File: src/rtl/alu_arb_pkg.sv
// Shared types and constants for the two-requester ALU arbiter.
// Optional lock feature in the arbiter is enabled by defining ALU_ARB_LOCK_EN.
package alu_arb_pkg;

    typedef enum logic [1:0] {
        ST_IDLE  = 2'd0,
        ST_ISSUE = 2'd1,
        ST_DONE  = 2'd2
    } arb_state_e;

    typedef logic req_idx_t;

    // Low nibbles of FunSel codes whose result depends on the shared C flag.
    localparam logic [3:0] FS_LO_ADC = 4'b0101;
    localparam logic [3:0] FS_LO_CSL = 4'b1110;
    localparam logic [3:0] FS_LO_CSR = 4'b1111;

    function automatic logic is_carry_op(input logic [4:0] fs);
        return (fs[3:0] == FS_LO_ADC) || (fs[3:0] == FS_LO_CSL) ||
               (fs[3:0] == FS_LO_CSR);
    endfunction

endpackage

File: src/rtl/alu_arb_rr2.sv
// Two-way round-robin pick: a valid lock owner that is requesting wins outright,
// otherwise the priority pointer breaks a tie and a lone requester always wins.
module alu_arb_rr2
    import alu_arb_pkg::*;
(
    input  logic [1:0] Req,
    input  req_idx_t   prio,
    input  req_idx_t   lock_owner,
    input  logic       lock_vld,
    output logic [1:0] Gnt,
    output req_idx_t   winner
);

    always_comb begin
        winner = prio;
        if (lock_vld && Req[lock_owner]) begin
            winner = lock_owner;
        end else if (Req == 2'b11) begin
            winner = prio;
        end else begin
            winner = req_idx_t'(Req[1]);
        end

        Gnt = 2'b00;
        if (|Req) begin
            Gnt[winner] = 1'b1;
        end
    end

endmodule

File: src/rtl/alu_arbiter.sv
// Shares one ALU between two requesters: IDLE grants and latches operands, ISSUE
// drives the ALU (flags write only here), DONE pulses Done. Lock via ALU_ARB_LOCK_EN.
module alu_arbiter
    import alu_arb_pkg::*;
#(
    parameter int DEFAULT_PRIO = 0
) (
    input  logic        Clock,
    input  logic        Reset,
    input  logic [1:0]  Req,
    input  logic [31:0] ReqA0,
    input  logic [31:0] ReqB0,
    input  logic [31:0] ReqA1,
    input  logic [31:0] ReqB1,
    input  logic [4:0]  ReqFunSel0,
    input  logic [4:0]  ReqFunSel1,
    input  logic [1:0]  ReqWF,
`ifdef ALU_ARB_LOCK_EN
    input  logic [1:0]  Lock,
`endif
    output logic [1:0]  Gnt,
    output logic [1:0]  Done,
    output logic [31:0] Result,
    output logic [3:0]  Flags,
    output logic [31:0] AluA,
    output logic [31:0] AluB,
    output logic [4:0]  AluFunSel,
    output logic        AluWF,
    input  logic [31:0] AluOut,
    input  logic [3:0]  AluFlags
);

    localparam req_idx_t PRIO_RST = (DEFAULT_PRIO != 0) ? 1'b1 : 1'b0;

    arb_state_e  state_q;
    req_idx_t    prio_q;
    req_idx_t    winner_q;
    req_idx_t    lock_owner_q;
    logic        lock_vld_q;
    logic [31:0] a_q;
    logic [31:0] b_q;
    logic [4:0]  fs_q;
    logic        wf_q;
    logic [1:0]  done_q;
    logic [31:0] result_q;

    logic [1:0]  rr_gnt;
    req_idx_t    rr_winner;

    alu_arb_rr2 u_rr2 (
        .Req        (Req),
        .prio       (prio_q),
        .lock_owner (lock_owner_q),
        .lock_vld   (lock_vld_q),
        .Gnt        (rr_gnt),
        .winner     (rr_winner)
    );

    // Grant is only offered while IDLE; requests seen in ISSUE/DONE wait.
    assign Gnt       = (state_q == ST_IDLE) ? rr_gnt : 2'b00;
    assign Done      = done_q;
    assign Result    = result_q;
    assign Flags     = AluFlags;
    assign AluA      = a_q;
    assign AluB      = b_q;
    assign AluFunSel = fs_q;
    assign AluWF     = wf_q;

    always_ff @(posedge Clock or negedge Reset) begin
        if (!Reset) begin
            state_q      <= ST_IDLE;
            prio_q       <= PRIO_RST;
            winner_q     <= 1'b0;
            lock_owner_q <= 1'b0;
            lock_vld_q   <= 1'b0;
            a_q          <= '0;
            b_q          <= '0;
            fs_q         <= '0;
            wf_q         <= 1'b0;
            done_q       <= 2'b00;
            result_q     <= '0;
        end else begin
            case (state_q)
                ST_IDLE: begin
                    if (|Req) begin
                        winner_q <= rr_winner;
                        a_q      <= rr_winner ? ReqA1 : ReqA0;
                        b_q      <= rr_winner ? ReqB1 : ReqB0;
                        fs_q     <= rr_winner ? ReqFunSel1 : ReqFunSel0;
                        wf_q     <= ReqWF[rr_winner];
                        state_q  <= ST_ISSUE;
                    end
                end
                ST_ISSUE: begin
                    result_q <= AluOut;
                    wf_q     <= 1'b0;
                    done_q   <= 2'b01 << winner_q;
                    state_q  <= ST_DONE;
                end
                ST_DONE: begin
                    done_q  <= 2'b00;
                    state_q <= ST_IDLE;
`ifdef ALU_ARB_LOCK_EN
                    // A locked owner keeps the pointer so a carry chain stays contiguous.
                    if (Lock[winner_q]) begin
                        lock_vld_q   <= 1'b1;
                        lock_owner_q <= winner_q;
                    end else begin
                        lock_vld_q <= 1'b0;
                        prio_q     <= ~prio_q;
                    end
`else
                    prio_q <= ~prio_q;
`endif
                end
                default: begin
                    wf_q    <= 1'b0;
                    done_q  <= 2'b00;
                    state_q <= ST_IDLE;
                end
            endcase
        end
    end

    a_gnt_onehot: assert property (@(posedge Clock) disable iff (!Reset)
        $onehot0(Gnt));

    a_done_onehot: assert property (@(posedge Clock) disable iff (!Reset)
        $onehot0(Done));

    a_wf_only_issue: assert property (@(posedge Clock) disable iff (!Reset)
        AluWF |-> (state_q == ST_ISSUE));

    // The carry-in consumed by ADC/CSL/CSR must not have been rewritten the cycle before.
    a_carry_stable: assert property (@(posedge Clock) disable iff (!Reset)
        ((state_q == ST_ISSUE) && is_carry_op(AluFunSel)) |-> !$past(AluWF));

endmodule

File: config.mk
export PLATFORM = sky130hd
export DESIGN_NAME = alu_arbiter
export DESIGN_NICKNAME = d
export VERILOG_FILES = /design/src/rtl/alu_arb_pkg.sv /design/src/rtl/alu_arb_rr2.sv /design/src/rtl/alu_arbiter.sv
export SDC_FILE = /design/constraint.sdc
export NUM_CORES = 1
export LEC_CHECK = 0
export BUFFER_PORTS_ARGS = -buffer_cell sky130_fd_sc_hd__buf_2
export CAP_MARGIN = 0
export CORE_MARGIN = 10
export CORE_UTILIZATION = 35
export CTS_BUF_LIST = sky130_fd_sc_hd__clkbuf_8
export DETAILED_ROUTE_END_ITERATION = 8
export HOLD_SLACK_MARGIN = 0.06
export PLACE_DENSITY = 0.73
export SYNTH_ARGS = -nofsm -noshare
export SYNTH_HDL_FRONTEND = slang
export SYNTH_SLANG_ARGS = --single-unit
File: constraint.sdc
create_clock -name Clock -period 1.9 [get_ports Clock]
set_input_delay 0 -clock Clock [delete_from_list [all_inputs] [get_ports Clock]]
set_output_delay 0 -clock Clock [all_outputs]
set_load 0.01 [all_outputs]
==> results of run 1 <==
-- worst register-to-register path: cells and delay by family, from the launching register on --
family / cells / cell delay (ns)
simple gates: 1 / 0.15
compound gates: 2 / 0.27
flops: 1 / 0.39
buf+inv: 3 / 0.91
-- how the worst min path moves through the flow --
stage | start | end | cells after the start
2_1_floorplan | Reset | AluA[0]$_DFFE_PN0P_ | 0
3_3_place_gp | AluFlags[2] | Flags[2] | 0
3_5_place_dp | AluFlags[2] | Flags[2] | 0
4_1_cts | Reset | AluA[0]$_DFFE_PN0P_ | 2
5_1_grt | Reset | AluA[0]$_DFFE_PN0P_ | 2
6_report | Reset | AluA[0]$_DFFE_PN0P_ | 2
-- per-stage QoR --
| stage | utilization [%] | area (um2) | power (mW) |
|---|---|---|---|
| 4_1_cts | 60.2 | 8790 | 11.6 |
| 3_5_place_dp | 46.6 | 6800 | 9.83 |
| 3_3_place_gp | 46.6 | 6800 | 9.72 |
| 6_report | 60.4 | 8810 | 11.7 |
| 5_1_grt | 60.4 | 8810 | 12.4 |
| 2_1_floorplan | - | 5250 | 7.65 |
-- layout by cell type, fill, tap and decap left out, types with 2 or more instances in the layout --
cell,n
o21ai_0,62
dfrtp_1,108
dlygate4sd3_1,178
mux2_2,25
nor2b_1,2
clkinv_8,2
mux2_1,7
o21ai_1,8
nand4_1,44
a2bb2oi_1,25
nor2_1,2
buf_2,280
clkinv_4,2
a311oi_1,6
a311oi_2,19
inv_2,2
buf_4,13
inv_8,2
inv_1,49
buf_12,6
clkbuf_8,9
diode_2,8
o211ai_1,44
mux2i_1,2
-- Yosys cell counts (2+ instances only) --
| cell type | count | share of area (%) |
|---|---|---|
| inv_1 | 49 | 3.5 |
| clkbuf_2 | 4 | 0.38 |
| buf_2 | 13 | 1.2 |
| o211ai_1 | 44 | 6.3 |
| buf_6 | 8 | 1.7 |
| o21ai_0 | 62 | 5.9 |
| a2bb2oi_1 | 25 | 4.2 |
| a311oi_2 | 19 | 5.4 |
| mux2_1 | 7 | 1.5 |
| nand4_1 | 44 | 5.2 |
| mux2_2 | 25 | 5.4 |
| nand2b_1 | 2 | 0.24 |
| mux2i_1 | 2 | 0.38 |
| o21ai_1 | 8 | 0.76 |
| nor2_1 | 2 | 0.14 |
| clkbuf_1 | 20 | 1.4 |
| inv_2 | 2 | 0.14 |
| dfrtp_1 | 108 | 52 |
| a311oi_1 | 6 | 1.0 |
| nor2b_1 | 2 | 0.24 |
| buf_4 | 9 | 1.3 |
-- routing by layer --
metal / part of all wire, % / GRT usage (%) / up-vias / routed length [um]
met4: 4.3 / 11.8 / 0 / 956
li1: - / - / 2630 / -
met1: 37 / 23.6 / 2778 / 8220
met5: 0 / 0 / - / 0
met2: 49 / 35.1 / 363 / 11000
met3: 9.8 / 6.88 / 80 / 2180
-- what timing repair did --
action                                 in CTS  in global routing
endpoints found under the hold margin     194                  0
setup endpoints to repair                   0                  1
hold buffers                              178                  0
buffers inserted                            0                  0
gates resized for setup                     0                  1
-- cell families (layout without fill, tap and decap cells) --
kind of cell / Yosys count / in the layout / synth area share [%]
AO/OA/AOI/OAI: 168 / 168 / 24.3
multiplexers: 34 / 34 / 7.25
XOR/XNOR: 1 / 1 / 0.167
other: 0 / 8 / 0
buffers and inverters: 105 / 545 / 9.71
AND/OR/NAND/NOR: 56 / 56 / 7.06
flip-flops: 108 / 108 / 51.5
-- sequential cells by signal (all words and copies together), names as in the netlist --
signal,flops
winner_q,1
AluA,32
Done,2
state_q,2
AluWF,1
AluB,32
Result,32
AluFunSel,5
prio_q,1
-- power by group --
part           total [mW]  internal, mW  switching [mW]
clock                1.45         0.528           0.926
sequential           4.06          3.46           0.606
combinational        6.14          2.81            3.33
-- layout make-up --
cell class,instances,area (um2),share of cell area [%]
multi-input combinational,259,2050,23.3
clock inverter,7,81.3,0.923
sequential,108,2700,30.7
tap,184,230,2.61
clock buffer,9,124,1.41
inverter,51,191,2.17
antenna,8,20.0,0.227
timing repair buffer,478,3410,38.7
==> impl_metrics.json, run 1 <==
{
  "powerDensity_mw_per_mm2": 1320,
  "crit_chain": "or2_2 -> buf_4 -> nor3_4 -> buf_2",
  "antenna_left": 0,
  "fin_nets": 1087,
  "timing_hold_violations_final": 0,
  "fin_crit_sh_pct": 93.7,
  "synth_ff_type": "dfrtp_1",
  "clk_latency_ns": 0.39,
  "fin_cells": 1104,
  "antenna_found_initial": 8,
  "grt_pass1_wl_um": 34600,
  "cp_top_family": "flip-flops",
  "dieArea_mm2": 0.0203,
  "die_w_um": 142,
  "async_flop_share_pct": 100,
  "rows": 44,
  "max_stage_delay_ns": 0.50,
  "critPathLaunchType": "register",
  "io_pins": 290,
  "place_ws_ns": 0.389,
  "status": "finished, final reports clean",
  "worst-path-stages": 4,
  "p_leak_nw": 4.15,
  "drc_errors": 0,
  "ys_ff_latch": 108,
  "grt_max_degree": 60,
  "post-route-min-period_ns": 1.78,
  "synthDistinctLibCells": 32,
  "clock-sinks": 108,
  "finalSetupViolations": 0,
  "placeableCoreArea_mm2": 0.0146,
  "clk_path_buf_depth": 2,
  "netlist_area_mm2": 0.00525,
  "io_buffers": 281,
  "path_clk_slew_ns": 0.13,
  "vias": 5851,
  "avgSynthCellArea_um2": 11.1,
  "cts_root_buf": "clkbuf_8",
  "ys_warn_count": 2,
  "grt-ovfl-total": 0,
  "synth_cells": 472,
  "worstReg2RegStart": "state_q[0]$_DFFE_PN0P_",
  "worstSetupStartpoint": "state_q[1]$_DFFE_PN0P_",
  "worstHoldPathType": "primary input to asynchronous set/reset pin",
  "drv_slew": 0,
  "wirelength_um": 22300,
  "crit_fanout": 14,
  "gp_congestion": 0.787,
  "grt_pass1_vias": 6309,
  "drive_gt1_share_pct": 40.6,
  "htreeDepth": 3,
  "dp_hpwl_um": 13300,
  "initial_utilization_pct": 36.0,
  "seq_area_frac_synth_pct": 51.5,
  "rrSetupSlack_ns": 0.12,
  "worstReg2RegEnd": "AluWF$_DFFE_PN0P_",
  "dp_cells": 902,
  "rr_worst_depth": 6,
  "post_drt_via_cell_ratio": 5.30,
  "crit_path_end_kind": "primary output",
  "skew_ns": 0.0145,
  "cp_slowest_cell": "dfrtp_1",
  "cts_inserted_buffers": 9,
  "vdd_drop_max_uv": 927,
  "cap_violations": 0,
  "synth_edf_count": 0,
  "area_delta_synth_final_pct": 68.0,
  "worst_hold_slack_ns": 0.126,
  "critPathRequiredTime_ns": 1.90,
  "cts_tree": "done",
  "drtIter0Drc": 345,
  "fmax_mhz": 562,
  "fin_tns_setup_ns": 0,
  "die_h_um": 142,
  "arrival_ns": 1.78,
  "n_fill_cell": 1145,
  "firstDrtPassIters": 5,
  "worst_slack_ns": 0.120,
  "crit_path_end": "Gnt[1]",
  "worst-slew-pin-transition_ns": 0.790,
  "wl_per_cell_um": 20.2,
  "relSlewSlack_pct": 47.4,
  "crit_buf_inv": 2,
  "grtUsageTotal_pct": 21.2,
  "syn_nets": 652,
  "rsz0062_at_grt": "false",
  "critPathKind": "register to primary output"
}
No activity file was read; power rests on OpenSTA's default activity.
==> inputs of run 2 (changes only) <==
- CORE_UTILIZATION: 35 -> 46
- PLACE_DENSITY: 0.73 -> 0.89
- SETUP_SLACK_MARGIN: not set -> 0.1
- SKIP_LAST_GASP: not set -> 1
==> run 2 against run 1 <==
- synthesized cell count is the same
- synthesized area unchanged
- the run now fails in clock tree synthesis
==> impl_metrics.json, run 2 <==
{
  "die_h_um": 127,
  "placed_cell_area_mm2": 0.00672,
  "synth_area_leaders": "dfrtp_1 (52%), o211ai_1 (6.3%), o21ai_0 (5.9%), a311oi_2 (5.4%), mux2_2 (5.4%)",
  "synth_cells": 472,
  "gp_congestion": 0.828,
  "clk_path_buf_depth": 2,
  "async_flop_share_pct": 100,
  "synth_ff_type": "dfrtp_1",
  "cts_root_buf": "clkbuf_8",
  "synthDistinctLibCells": 32,
  "ys_warn_count": 2,
  "cts_inserted_buffers": 9,
  "hold_buffers": 175,
  "netlist_area_mm2": 0.00525,
  "stop_error": "[ERROR RSZ-0060] Max buffer count reached.",
  "dp_cells": 855,
  "seq_area_frac_synth_pct": 51.5,
  "cts_setup_buffers": 1,
  "dp_hpwl_um": 13000,
  "htreeDepth": 3,
  "cts-resized-gates": 2,
  "io_buffers": 281,
  "clock-sinks": 108,
  "syn_nets": 652,
  "status": "stopped before the end",
  "initial_utilization_pct": 47.8,
  "die_w_um": 127,
  "io_pins": 290,
  "rows": 38,
  "ys_ff_latch": 108,
  "yosysTopAreaCell": "dfrtp_1",
  "synth_common_cells": "dfrtp_1 (108), o21ai_0 (62), inv_1 (49), nand4_1 (44), o211ai_1 (44)",
  "last-stage-reached": "clock tree synthesis",
  "avgSynthCellArea_um2": 11.1,
  "synth.most_common_cell": "dfrtp_1",
  "synth_edf_count": 0,
  "synth_top_area_share_pct": 51.5
}
-- run 2: cell families after synthesis --
group | count (synthesis) | synth area share [%]
flip-flops | 108 | 51.5
buffers and inverters | 105 | 9.71
XOR/XNOR | 1 | 0.167
AO/OA/AOI/OAI | 168 | 24.3
multiplexers | 34 | 7.25
AND/OR/NAND/NOR | 56 | 7.06
-- run 2: stage by stage --
stage | setup slack, ns | utilization [%]
detailed placement | 0.260 | 61.2
global placement | 0.389 | 61.2
floorplan | 0.536 | -
==> inputs of run 3 (changes only) <==
- CORE_UTILIZATION: 46 -> 40
- CTS_BUF_LIST: sky130_fd_sc_hd__clkbuf_8 -> not set
- HOLD_SLACK_MARGIN: 0.06 -> not set
- PLACE_DENSITY: 0.89 -> not set
- PLACE_DENSITY_LB_ADDON: not set -> 0.15
- SETUP_SLACK_MARGIN: 0.1 -> not set
==> run 3 against run 2 <==
- the run now ends clean
==> impl_metrics.json, run 3 (same netlist as run 1, synthesis figures left out) <==
{
  "vias": 5705,
  "min_delay_path_depth": 0,
  "rsz0062_at_grt": "false",
  "arrival_ns": 1.76,
  "critPathLaunchType": "register",
  "skew_ns": 0.00977,
  "layout_commonest_cell": "buf_2",
  "worst-slew-pin-transition_ns": 0.754,
  "post_drt_via_cell_ratio": 5.33,
  "powerDensity_mw_per_mm2": 1370,
  "die_w_um": 135,
  "antenna_left": 0,
  "die_h_um": 135,
  "dp_hpwl_um": 13400,
  "firstDrtPassIters": 4,
  "crit_fanout": 21,
  "cts_inserted_buffers": 9,
  "crit_path_end_kind": "primary output",
  "busiest_layer": "met2",
  "placeableCoreArea_mm2": 0.0127,
  "regArea_mm2": 0.00270,
  "clk_path_buf_depth": 2,
  "status": "finished, final reports clean",
  "rows": 41,
  "gr-usage-met2_pct": 38.9,
  "initial_utilization_pct": 41.2,
  "io_buffers": 281,
  "cts_root_buf": "clkbuf_16",
  "worstReg2RegStart": "state_q[0]$_DFFE_PN0P_",
  "clk_latency_ns": 0.35,
  "cts_tree": "done",
  "gp_congestion": 0.812,
  "grtUsageTotal_pct": 23.2,
  "power_mw": 11.9,
  "critPathKind": "register to primary output",
  "wirelength_um": 21500,
  "drv_slew": 0,
  "grt_pass1_vias": 6326,
  "timing_hold_violations_final": 0,
  "fin_nets": 1067,
  "htreeDepth": 3,
  "cp_slowest_cell": "dfrtp_2",
  "hp-start": "AluFlags[3]",
  "critPathRequiredTime_ns": 1.90,
  "p_leak_nw": 4.10,
  "clock-sinks": 108,
  "wl_per_cell_um": 20.1,
  "antenna_found_initial": 7,
  "grt_pass1_wl_um": 33900,
  "drc_errors": 0,
  "fin_crit_sh_pct": 92.7,
  "place_ws_ns": 0.248,
  "path_clk_slew_ns": 0.08,
  "worst_slack_ns": 0.139,
  "multi_input_area_mm2": 0.00205,
  "grt_use_met3_pct": 7.75,
  "io_pins": 290,
  "fin_tns_setup_ns": 0,
  "crit_chain": "or2_2 -> buf_4 -> nor3_4 -> buf_2",
  "worstReg2RegEnd": "AluB[22]$_DFFE_PN0P_",
  "worstHoldPathType": "primary input to primary output",
  "worst_hold_slack_ns": 0.00000445,
  "vdd_drop_max_uv": 768,
  "cap_violations": 0,
  "fmax_mhz": 568,
  "dieArea_mm2": 0.0181,
  "grt-ovfl-total": 0,
  "use_met1_pct": 25.6,
  "post-route-min-period_ns": 1.76,
  "finalSetupViolations": 0,
  "mostFrequentLayoutCells": "buf_2 (280), dlygate4sd3_1 (162), dfrtp_1 (107)",
  "n_fill_cell": 969,
  "max_stage_delay_ns": 0.49,
  "relSlewSlack_pct": 49.5,
  "rr_worst_depth": 4,
  "min_to": "Flags[3]",
  "drive_gt1_share_pct": 41.1,
  "rrSetupSlack_ns": 0.22,
  "grt_max_degree": 73,
  "drtIter0Drc": 537,
  "area_delta_synth_final_pct": 65.7
}
==> run 3: stage by stage <==
| step | std cells | utilization, % | cell area, um2 |
|---|---|---|---|
| global placement | 886 | 53.1 | 6760 |
| floorplan | 472 | - | 5250 |
| global route | 1070 | 68.3 | 8690 |
| CTS | 1064 | 68.2 | 8680 |
| finish | 1071 | 68.3 | 8690 |
| detailed placement | 886 | 53.1 | 6760 |
==> run 3: how the worst max path moves through the flow <==
stage	startpoint	to	slack (ns)
2_1_floorplan	state_q[0]$_DFFE_PN0P_	AluA[19]$_DFFE_PN0P_	0.54
3_3_place_gp	state_q[0]$_DFFE_PN0P_	AluA[20]$_DFFE_PN0P_	0.32
3_5_place_dp	state_q[0]$_DFFE_PN0P_	AluFunSel[4]$_DFFE_PN0P_	0.25
4_1_cts	state_q[0]$_DFFE_PN0P_	Gnt[1]	0.06
5_1_grt	state_q[0]$_DFFE_PN0P_	Gnt[1]	0.06
6_report	state_q[0]$_DFFE_PN0P_	Gnt[1]	0.14
==> run 3: power by group <==
part	internal (mW)	switching, mW
logic	2.70	3.23
clock network	0.935	0.951
registers	3.47	0.660
total	7.10	4.84
==> run 3: critical path, delay by kind of cell (launching register included) <==
kind / cells / cell delay, ns
buffers and inverters: 2 / 0.42
DFF: 1 / 0.49
and+or+nand+nor: 2 / 0.49
==> run 3: per-layer routing <==
metal / part of all wire (%) / vias to the layer above
met5: 0 / -
met4: 4.5 / 0
met3: 8.9 / 74
met2: 50 / 353
met1: 36 / 2698
li1: - / 2580
==> run 3: final cells by class <==
cell class,instances,area share [%]
sequential,108,31.1
clock buffer,9,2.59
multi-input combinational,259,23.6
tap,172,2.48
timing repair buffer,458,37.0
inverter,51,2.20
clock inverter,7,0.835
antenna,7,0.201
==> run 3: what timing repair did <==
action,CTS,global route
gates resized for setup,0,1
setup buffers,0,0
endpoints found under the setup margin,0,1
hold buffers,162,0
hold endpoints to repair,134,0
==> inputs of run 4 (changes only) <==
- clock period: 1.9 -> 1.65 ns (I/O delays scaled with it)
==> run 4 against run 3 <==
- die area did not move
- routed wire length fell by 0.77%
- register-to-register slack got worse by 0.02 ns
- final cell count grew 0.84%
- critical path depth grew 2
==> impl_metrics.json, run 4 (same netlist as run 1, synthesis figures left out) <==
{
  "status": "finished, final reports clean",
  "drtIter0Drc": 319,
  "antenna_found_initial": 5,
  "worstHoldPathType": "primary input to primary output",
  "vias": 5764,
  "cap_violations": 0,
  "vdd_drop_max_uv": 794,
  "crit_fanout": 23,
  "wl_per_cell_um": 19.7,
  "io_buffers": 281,
  "worst-slew-pin-transition_ns": 0.521,
  "drv_slew": 0,
  "fmax_mhz": 638,
  "drc_errors": 0,
  "rows": 41,
  "cts_tree": "done",
  "dp_cells": 892,
  "io_pins": 290,
  "placeableCoreArea_mm2": 0.0127,
  "p_leak_nw": 4.19,
  "initial_utilization_pct": 41.2,
  "rsz0062_at_grt": "true",
  "grt-ovfl-total": 0,
  "grt_max_degree": 48,
  "powerDensity_mw_per_mm2": 1600,
  "finalSetupViolations": 0,
  "critPathRequiredTime_ns": 1.65,
  "die_h_um": 135,
  "placed_cell_area_mm2": 0.00683,
  "fin_nets": 1079,
  "antenna_left": 0,
  "grtUsageTotal_pct": 23.1,
  "crit_path_end_kind": "primary output",
  "post-route-min-period_ns": 1.57,
  "critPathLaunchType": "register",
  "relSlewSlack_pct": 65.3,
  "grt_pass1_vias": 6370,
  "cts_inserted_buffers": 9,
  "n_fill_cell": 937,
  "area_delta_synth_final_pct": 69.1,
  "wirelength_um": 21300,
  "critPathKind": "register to primary output",
  "skew_ns": 0.0108,
  "timing_hold_violations_final": 0,
  "fin_area_mm2": 0.00887,
  "htreeDepth": 3,
  "regArea_mm2": 0.00270,
  "grt_pass1_wl_um": 33700,
  "cts_root_buf": "clkbuf_16",
  "fin_cells": 1080,
  "clk_path_buf_depth": 2,
  "fin_crit_sh_pct": 95.0,
  "path_clk_slew_ns": 0.07,
  "arrival_ns": 1.57,
  "utilization_pct": 69.7,
  "layout_commonest_cell": "buf_2",
  "gp_congestion": 0.796,
  "die_w_um": 135,
  "mostFrequentLayoutCells": "buf_2 (279), dlygate4sd3_1 (166), dfrtp_1 (107)",
  "dieArea_mm2": 0.0181,
  "clk_latency_ns": 0.35,
  "dp_hpwl_um": 13600,
  "multi_input_area_mm2": 0.00205,
  "firstDrtPassIters": 4,
  "clock-sinks": 108,
  "drive_gt1_share_pct": 41.5,
  "fin_tns_setup_ns": 0,
  "post_drt_via_cell_ratio": 5.34
}
-- run 4: changes by cell type in the layout (fill, tap and decap cells not counted) --
cell / delta
clkbuf_8: +1
dlygate4sd3_1: +4
bufinv_16: +2
buf_12: +2
clkbuf_16: +1
inv_6: -1
diode_2: -3
buf_4: +5
clkinv_8: -1
inv_8: -2
buf_6: +1
clkinv_4: +1
buf_2: -1
-- run 4: worst paths after layout --
kind / start / end / slack, ns / cells past startpoint
worst min register to register: Result[22]$_DFFE_PN0N_ / Result[22]$_DFFE_PN0N_ / 0.49 / 1
min in group asynchronous: Reset / AluA[13]$_DFFE_PN0P_ / 0.15 / 2
worst min-delay path: AluFlags[3] / Flags[3] / 0.000004 / 0
worst max-delay path: state_q[1]$_DFFE_PN0P_ / Gnt[0] / 0.08 / 6
max in group asynchronous: Reset / AluA[23]$_DFFE_PN0P_ / 0.96 / 3
worst max register to register: state_q[0]$_DFFE_PN0P_ / AluB[27]$_DFFE_PN0P_ / 0.20 / 4
-- run 4: per-stage QoR --
stage          power [mW]  worst slack, ns  hold WS, ns
2_1_floorplan        8.81            0.286       -0.296
3_3_place_gp         11.2            0.188      -0.0115
3_5_place_dp         11.4            0.130      -0.0124
4_1_cts              14.2           0.0393    0.0000686
5_1_grt              15.2         -0.00496    0.0000219
6_report             14.2           0.0817   0.00000391
-- run 4: worst max-delay path: stages (launching register included) --
cell      delay [ns]
dfrtp_2         0.40
buf_4           0.16
nor2_8          0.16
o211ai_4        0.13
buf_12          0.19
inv_1           0.05
buf_2           0.12
-- run 4: layout make-up --
| type | count | area share (%) |
|---|---|---|
| diodes | 4 | 0.113 |
| clock buffers | 10 | 2.69 |
| clock inverters | 6 | 1.06 |
| inverters | 51 | 2.16 |
| multi-input cells | 259 | 23.1 |
| flip-flops and latches | 108 | 30.5 |
| well taps | 172 | 2.43 |
| repair buffers | 470 | 38.0 |
-- run 4: routing by layer --
layer / up-vias / global-route usage [%] / wire (um)
li1: 2606 / - / -
met1: 2778 / 25.2 / 7720
met2: 303 / 39.5 / 10800
met3: 75 / 7.53 / 1870
met4: 2 / 11.2 / 945
met5: - / 0 / 17
-- run 4: power by group --
group | internal, mW | switching [mW] | leakage, nW
logic | 3.31 | 3.80 | 2.75
registers | 3.99 | 0.710 | 1.28
clock network | 1.39 | 0.993 | 0.160
total | 8.69 | 5.50 | 4.19
-- run 4: repair_timing --
item                                   CTS  global route
pin swaps                                0             1
endpoints found under the hold margin  156             0
setup endpoints to repair                1             2
hold buffers                           166             0
cloned                                   0             1
gates resized for setup                  2             1
setup buffers                            1             0
